--- src/rtl/pmm_dispatch_arbiter.sv ---
`default_nettype none
// ============================================================================
// Module   : pmm_dispatch_arbiter
// Purpose  : Round-robin dispatch of two host requesters onto four pattern-
//            matching engine lanes. Each lane runs a valid/ready four-phase
//            handshake with a per-phase timeout. Engine pattern-accept events
//            and handshake timeouts are held in sticky, write-1-clear flags.
// Revision : 1.0 - initial release
// ============================================================================
module pmm_dispatch_arbiter #(
  parameter int DATA_W  = 64,
  parameter int CTRL_W  = 16,
  parameter int TIMEOUT = 1023,
  parameter int TO_W    = 10
) (
  input  logic                  clk,
  input  logic                  rst_n,
  input  logic [1:0]            req_valid,
  input  logic [3:0]            req_sel,
  input  logic [2*DATA_W-1:0]   req_data,
  input  logic [2*CTRL_W-1:0]   req_control,
  output logic [1:0]            req_ready,
  output logic [4*DATA_W-1:0]   pmm_data,
  output logic [4*CTRL_W-1:0]   pmm_control,
  output logic [3:0]            pmm_data_valid,
  input  logic [3:0]            pmm_ready_status,
  input  logic [3:0]            pmm_accepted_status,
  output logic [3:0]            lane_busy,
  output logic [3:0]            hit_flags,
  input  logic [3:0]            hit_clear,
  output logic [3:0]            timeout_err,
  input  logic [3:0]            err_clear
);

  typedef enum logic [1:0] {
    ST_IDLE    = 2'd0,
    ST_DRIVE   = 2'd1,
    ST_RELEASE = 2'd2
  } lane_state_t;

  localparam logic [TO_W-1:0] TO_MAX = TO_W'(TIMEOUT);

  logic [1:0] sel0;
  logic [1:0] sel1;
  logic [3:0] lane_idle;
  logic [1:0] elig;
  logic [1:0] grant;
  logic       rr_ptr;
  logic [3:0] err_set;
  logic [3:0] acc_q;

  assign sel0 = req_sel[1:0];
  assign sel1 = req_sel[3:2];

  // A requester competes only when its target lane can take a new word.
  always_comb begin
    elig    = 2'b00;
    elig[0] = req_valid[0] & lane_idle[sel0];
    elig[1] = req_valid[1] & lane_idle[sel1];
  end

  // Single grant per cycle; rr_ptr only matters when both requesters compete,
  // regardless of whether they target the same lane.
  always_comb begin
    grant = elig;
    if (elig == 2'b11) begin
      grant = rr_ptr ? 2'b10 : 2'b01;
    end
  end

  assign req_ready = grant;

  // After a grant the pointer favours the requester that lost (or idled).
  always_ff @(posedge clk or negedge rst_n) begin
    if (!rst_n) begin
      rr_ptr <= 1'b0;
    end else if (grant != 2'b00) begin
      rr_ptr <= grant[0];
    end
  end

  genvar i;
  generate
    for (i = 0; i < 4; i++) begin : g_lane
      lane_state_t       state_q;
      lane_state_t       state_d;
      logic [TO_W-1:0]   cnt_q;
      logic [TO_W-1:0]   cnt_d;
      logic              to_hit;
      logic              load;
      logic [DATA_W-1:0] load_data;
      logic [CTRL_W-1:0] load_ctrl;
      logic              valid_q;
      logic [DATA_W-1:0] data_q;
      logic [CTRL_W-1:0] ctrl_q;

      // Steer the granted requester's word to this lane (at most one grant).
      always_comb begin
        load      = 1'b0;
        load_data = req_data[0 +: DATA_W];
        load_ctrl = req_control[0 +: CTRL_W];
        if (grant[0] && (sel0 == 2'(i))) begin
          load = 1'b1;
        end else if (grant[1] && (sel1 == 2'(i))) begin
          load      = 1'b1;
          load_data = req_data[DATA_W +: DATA_W];
          load_ctrl = req_control[CTRL_W +: CTRL_W];
        end
      end

      // Handshake sequencing with a per-phase cycle budget.
      always_comb begin
        state_d = state_q;
        cnt_d   = cnt_q;
        to_hit  = 1'b0;
        case (state_q)
          ST_IDLE: begin
            cnt_d = '0;
            if (load) begin
              state_d = ST_DRIVE;
            end
          end
          ST_DRIVE: begin
            if (pmm_ready_status[i]) begin
              state_d = ST_RELEASE;
              cnt_d   = '0;
            end else if (cnt_q == TO_MAX) begin
              to_hit  = 1'b1;
              state_d = ST_RELEASE;
              cnt_d   = '0;
            end else begin
              cnt_d = cnt_q + 1'b1;
            end
          end
          ST_RELEASE: begin
            if (!pmm_ready_status[i]) begin
              state_d = ST_IDLE;
              cnt_d   = '0;
            end else if (cnt_q == TO_MAX) begin
              to_hit  = 1'b1;
              state_d = ST_IDLE;
              cnt_d   = '0;
            end else begin
              cnt_d = cnt_q + 1'b1;
            end
          end
          default: begin
            state_d = ST_IDLE;
            cnt_d   = '0;
          end
        endcase
      end

      // Lane registers; data/control persist until the next capture.
      always_ff @(posedge clk or negedge rst_n) begin
        if (!rst_n) begin
          state_q <= ST_IDLE;
          cnt_q   <= '0;
          valid_q <= 1'b0;
          data_q  <= '0;
          ctrl_q  <= '0;
        end else begin
          state_q <= state_d;
          cnt_q   <= cnt_d;
          valid_q <= (state_d == ST_DRIVE);
          if (load && (state_q == ST_IDLE)) begin
            data_q <= load_data;
            ctrl_q <= load_ctrl;
          end
        end
      end

      assign lane_idle[i]                   = (state_q == ST_IDLE);
      assign lane_busy[i]                   = (state_q != ST_IDLE);
      assign pmm_data_valid[i]              = valid_q;
      assign pmm_data[DATA_W*i +: DATA_W]   = data_q;
      assign pmm_control[CTRL_W*i +: CTRL_W] = ctrl_q;
      assign err_set[i]                     = to_hit;
    end
  endgenerate

  // Sticky event flags; a new event in the same cycle as a clear wins.
  always_ff @(posedge clk or negedge rst_n) begin
    if (!rst_n) begin
      acc_q       <= 4'b0000;
      hit_flags   <= 4'b0000;
      timeout_err <= 4'b0000;
    end else begin
      acc_q       <= pmm_accepted_status;
      hit_flags   <= (hit_flags & ~hit_clear) | (pmm_accepted_status & ~acc_q);
      timeout_err <= (timeout_err & ~err_clear) | err_set;
    end
  end

endmodule
`default_nettype wire

--- config.mk ---
export PLATFORM = sky130hd
export DESIGN_NAME = pmm_dispatch_arbiter
export DESIGN_NICKNAME = d
export VERILOG_FILES = /design/src/rtl/pmm_dispatch_arbiter.sv
export SDC_FILE = /design/constraint.sdc
export NUM_CORES = 1
export LEC_CHECK = 0
export BUFFER_PORTS_ARGS = -buffer_cell sky130_fd_sc_hd__buf_2
export CORE_ASPECT_RATIO = 1.2
export CORE_MARGIN = 4
export CORE_UTILIZATION = 30
export CTS_BUF_LIST = sky130_fd_sc_hd__clkbuf_16
export DETAILED_ROUTE_END_ITERATION = 10
export GPL_TIMING_DRIVEN = 0
export SYNTH_ARGS = -nofsm -noshare
export SYNTH_HDL_FRONTEND = slang
export SYNTH_SLANG_ARGS = --single-unit
--- constraint.sdc ---
create_clock -name clk -period 2.8 [get_ports clk]
set_clock_uncertainty 0.2 [all_clocks]
set_input_delay 0.56 -clock clk [delete_from_list [all_inputs] [get_ports clk]]
set_output_delay 0.56 -clock clk [all_outputs]
set_load 0.005 [all_outputs]
==> reports/metrics.cfg <==
[layout]
final_common_cell = buf_2
final_cell_mix = buf_2, mux2_2, dfrtp_1
syn_to_final_growth_pct = 29.51
nets = 2206
drive_gt1_share_pct = 67.11

[clock_tree]
cts_buffer_depth = 3
cts_tree = done
clk_pin_slew_ns = 0.06
cts.sinks = 385
htree_levels = 2
clk_latency_ns = 0.56
clock-root-buffer = clkbuf_16
numCtsBuffers = 44

[pwr]
p_seq_share_pct = 35.5
comb_power_share_pct = 43.2
clkPwrFrac_pct = 21.3
power_density_mw_per_mm2 = 1018
p_sw_mw = 8.169
power_leakage_nw = 12.46
vdd_ir_drop_max_v = 0.0006214
sw_frac_of_total_pct = 31.01
p_int_mw = 18.17

[setup_path]
reg2regPathDepth = 9
critPathCapture = g_lane[0].data_q[43]
crit_slowest_cell = or4_4
path_buf_inv = 4
path_class = flip-flop to flip-flop
r2r-start = g_lane[0].state_q[0]
cp.required_ns = 3.04
reg2reg_slack_ns = 0.02
critPathLaunch = g_lane[0].state_q[0]
setup.worst_path.end_class = flip-flop
critPathTopFamily = simple AND/OR/NAND/NOR gates
critPathLaunchType = flip-flop
worst_path_largest_cell_delay_ns = 0.49
path_depth = 9
path_cells = inv_2 -> ha_4 -> mux2_4 -> and4b_4 -> buf_12 -> or4_4 -> buf_12 -> buf_12 -> mux2_4
crit_fanout = 10
crit_top_cell = buf_12
cp.arrival_ns = 3.01
rr_endpoint = g_lane[0].data_q[43]

[routing]
drc = 0
via_per_inst = 4.685
drtAntennaViolNets = 0
drtIter0Drc = 538
dr_total_vias = 13720
drt-total-wl_mm = 63.14
dr.pass1.iters = 4
wire_per_inst_um = 21.56

[timing]
hold_violations = 0
setup_viol = 0
max_slew.worst_pin.slew_ns = 0.6787
period_share_pct = 99.14
tns_ns = 0
post-route-min-period_ns = 2.776
fin_hold_ws_ns = 0.07206
max_freq_ghz = 0.3602
report.final.slew_viol_count = 0
max_slew_margin_pct = 54.75
rsz0062_at_grt = yes

[grt]
antenna_found_initial = 6
grt_pass1_vias = 15080
grt_max_degree = 117
grt_overflow = 0
grt_pass1_wl_mm = 95.36
grt_usage_pct = 17.19

[floorplan]
core_mm2 = 0.06585
die_h_um = 290.7
fp.dieW_um = 243.6
ios = 522
die-area_mm2 = 0.07082
placementRows = 103
start_util_pct = 30.35

[flow_run]
drv_cap = 0

[place]
gp_congestion = 0.8313
dpl.hpwl_mm = 46.47
port_buffers = 520

[synthesis]
yosys_warnings = 0
async_flop_share_pct = 100.0
syn_nets = 1595
syn_inst = 1391
synthesis.area_mm2 = 0.01998
synth_edf_count = 0
synth-seq-cells = 385
synth.distinct_cells = 48
ys.flop_type = dfrtp_1
avgSynthCellArea_um2 = 14.37
ys_seq_area_share_pct = 48.21

[status]
outcome = completed

[min_path]
min_path_cells = 2
hp-class = input pin to flip-flop

metal layers:
layer  up-vias  wire [um]  global-route usage, %  part of all wire [%]
met5         -         13                      0                 0.021
met4         2       1686                  5.306                   2.7
met3        88       3739                  4.134                   5.9
met2       396      32200                  30.86                    51
met1      6952      25500                  20.29                    40
li1       6281          -                      -                     -
Yosys cell counts (2+ instances only):
master / number / area [um2]
a21oi_1: 8 / 40.04
and2_1: 2 / 12.51
and3_1: 8 / 50.05
and4_1: 3 / 26.28
and4b_2: 2 / 22.52
buf_12: 16 / 320.3
buf_2: 3 / 15.01
buf_4: 20 / 150.1
buf_6: 3 / 33.78
clkbuf_1: 38 / 142.6
dfrtp_1: 385 / 9634
ha_1: 20 / 250.2
inv_1: 32 / 120.1
mux2_2: 482 / 5428
mux2_4: 161 / 2417
mux2i_1: 6 / 60.06
nand2_1: 16 / 60.06
nand2b_1: 6 / 37.54
nand3_1: 24 / 120.1
nand3b_1: 2 / 15.01
nand4_1: 5 / 31.28
nor2_1: 45 / 168.9
nor2b_1: 4 / 25.02
nor3_1: 7 / 35.03
nor4_1: 3 / 18.77
o21ai_0: 4 / 20.02
o221ai_2: 4 / 60.06
o22ai_1: 9 / 56.30
o2bb2ai_1: 2 / 17.52
o311a_1: 5 / 50.05
o31a_1: 4 / 35.03
o31ai_1: 3 / 22.52
o32ai_1: 4 / 35.03
or2_2: 3 / 18.77
or3_1: 9 / 56.30
or4_1: 3 / 22.52
xnor2_1: 11 / 96.34
xor2_1: 19 / 166.4
cells by family after synthesis:
| family | Yosys count | synth area share (%) |
|---|---|---|
| mux | 649 | 39.56 |
| fa+ha+maj | 20 | 1.252 |
| compound gates | 49 | 1.922 |
| buf+inv | 112 | 3.913 |
| xor+xnor | 30 | 1.315 |
| flops | 385 | 48.21 |
| simple gates | 146 | 3.832 |
layout make-up:
cell class                      instances  area [um2]
Antenna cell                            5       12.51
Buffer                                 79       735.7
Clock buffer                           45        1126
Clock inverter                         30       241.5
Fill cell                            6271       39970
Inverter                               32       120.1
Multi-Input combinational cell        894        9747
Sequential cell                       385        9637
Tap cell                              892        1116
Timing Repair Buffer                  566        3146
flip-flops by register name, summed over array words and instances, names as in the netlist:
name,count
hit_flags,4
g_lane.data_q,256
timeout_err,4
g_lane.valid_q,4
g_lane.ctrl_q,64
g_lane.state_q,8
rr_ptr,1
g_lane.cnt_q,40
acc_q,4
power by group through the flow:
stage	Combinational (mW)	Clock (mW)	Sequential (mW)
5_1_grt	12.2	6.04	9.64
3_5_place_dp	11.0	0	9.45
2_1_floorplan	6.25	0	9.47
6_report	11.4	5.62	9.35
3_3_place_gp	10.7	0	9.34
4_1_cts	11.4	5.80	9.35
what timing repair did:
| action | CTS | global route |
|---|---|---|
| cloned | 0 | 2 |
| endpoints found under the setup margin | 322 | 276 |
| hold buffers | 12 | 0 |
| pin swaps | 6 | 4 |
| gates resized for setup | 80 | 4 |
| hold endpoints to repair | 86 | 0 |
| setup buffers | 22 | 7 |
through the flow:
| step | util (%) | setup WS (ns) | cell area, um2 | power (mW) | cells |
|---|---|---|---|---|---|
| 2_1_floorplan | - | 0.09787 | 19980 | 15.72 | 1391 |
| 3_3_place_gp | 35.99 | -6.774 | 23700 | 20.04 | 2803 |
| 3_5_place_dp | 36.13 | -1.332 | 23800 | 20.45 | 2806 |
| 4_1_cts | 39.11 | 0.01448 | 25760 | 26.59 | 2914 |
| 5_1_grt | 39.30 | -0.03758 | 25880 | 27.93 | 2928 |
| 6_report | 39.30 | 0.02414 | 25880 | 26.34 | 2928 |
worst min-delay path by stage:
stage	startpoint	to	slack, ns
detailed placement	acc_q[0]	hit_flags[0]	0.21
CTS	req_control[29]	g_lane[0].ctrl_q[13]	0.03
global route	req_control[22]	g_lane[2].ctrl_q[6]	0.04
global placement	acc_q[0]	hit_flags[0]	0.20
finish	req_control[17]	g_lane[2].ctrl_q[1]	0.07
floorplan	rst_n	acc_q[0]	0.06
No activity file was read; power rests on OpenSTA's default activity.
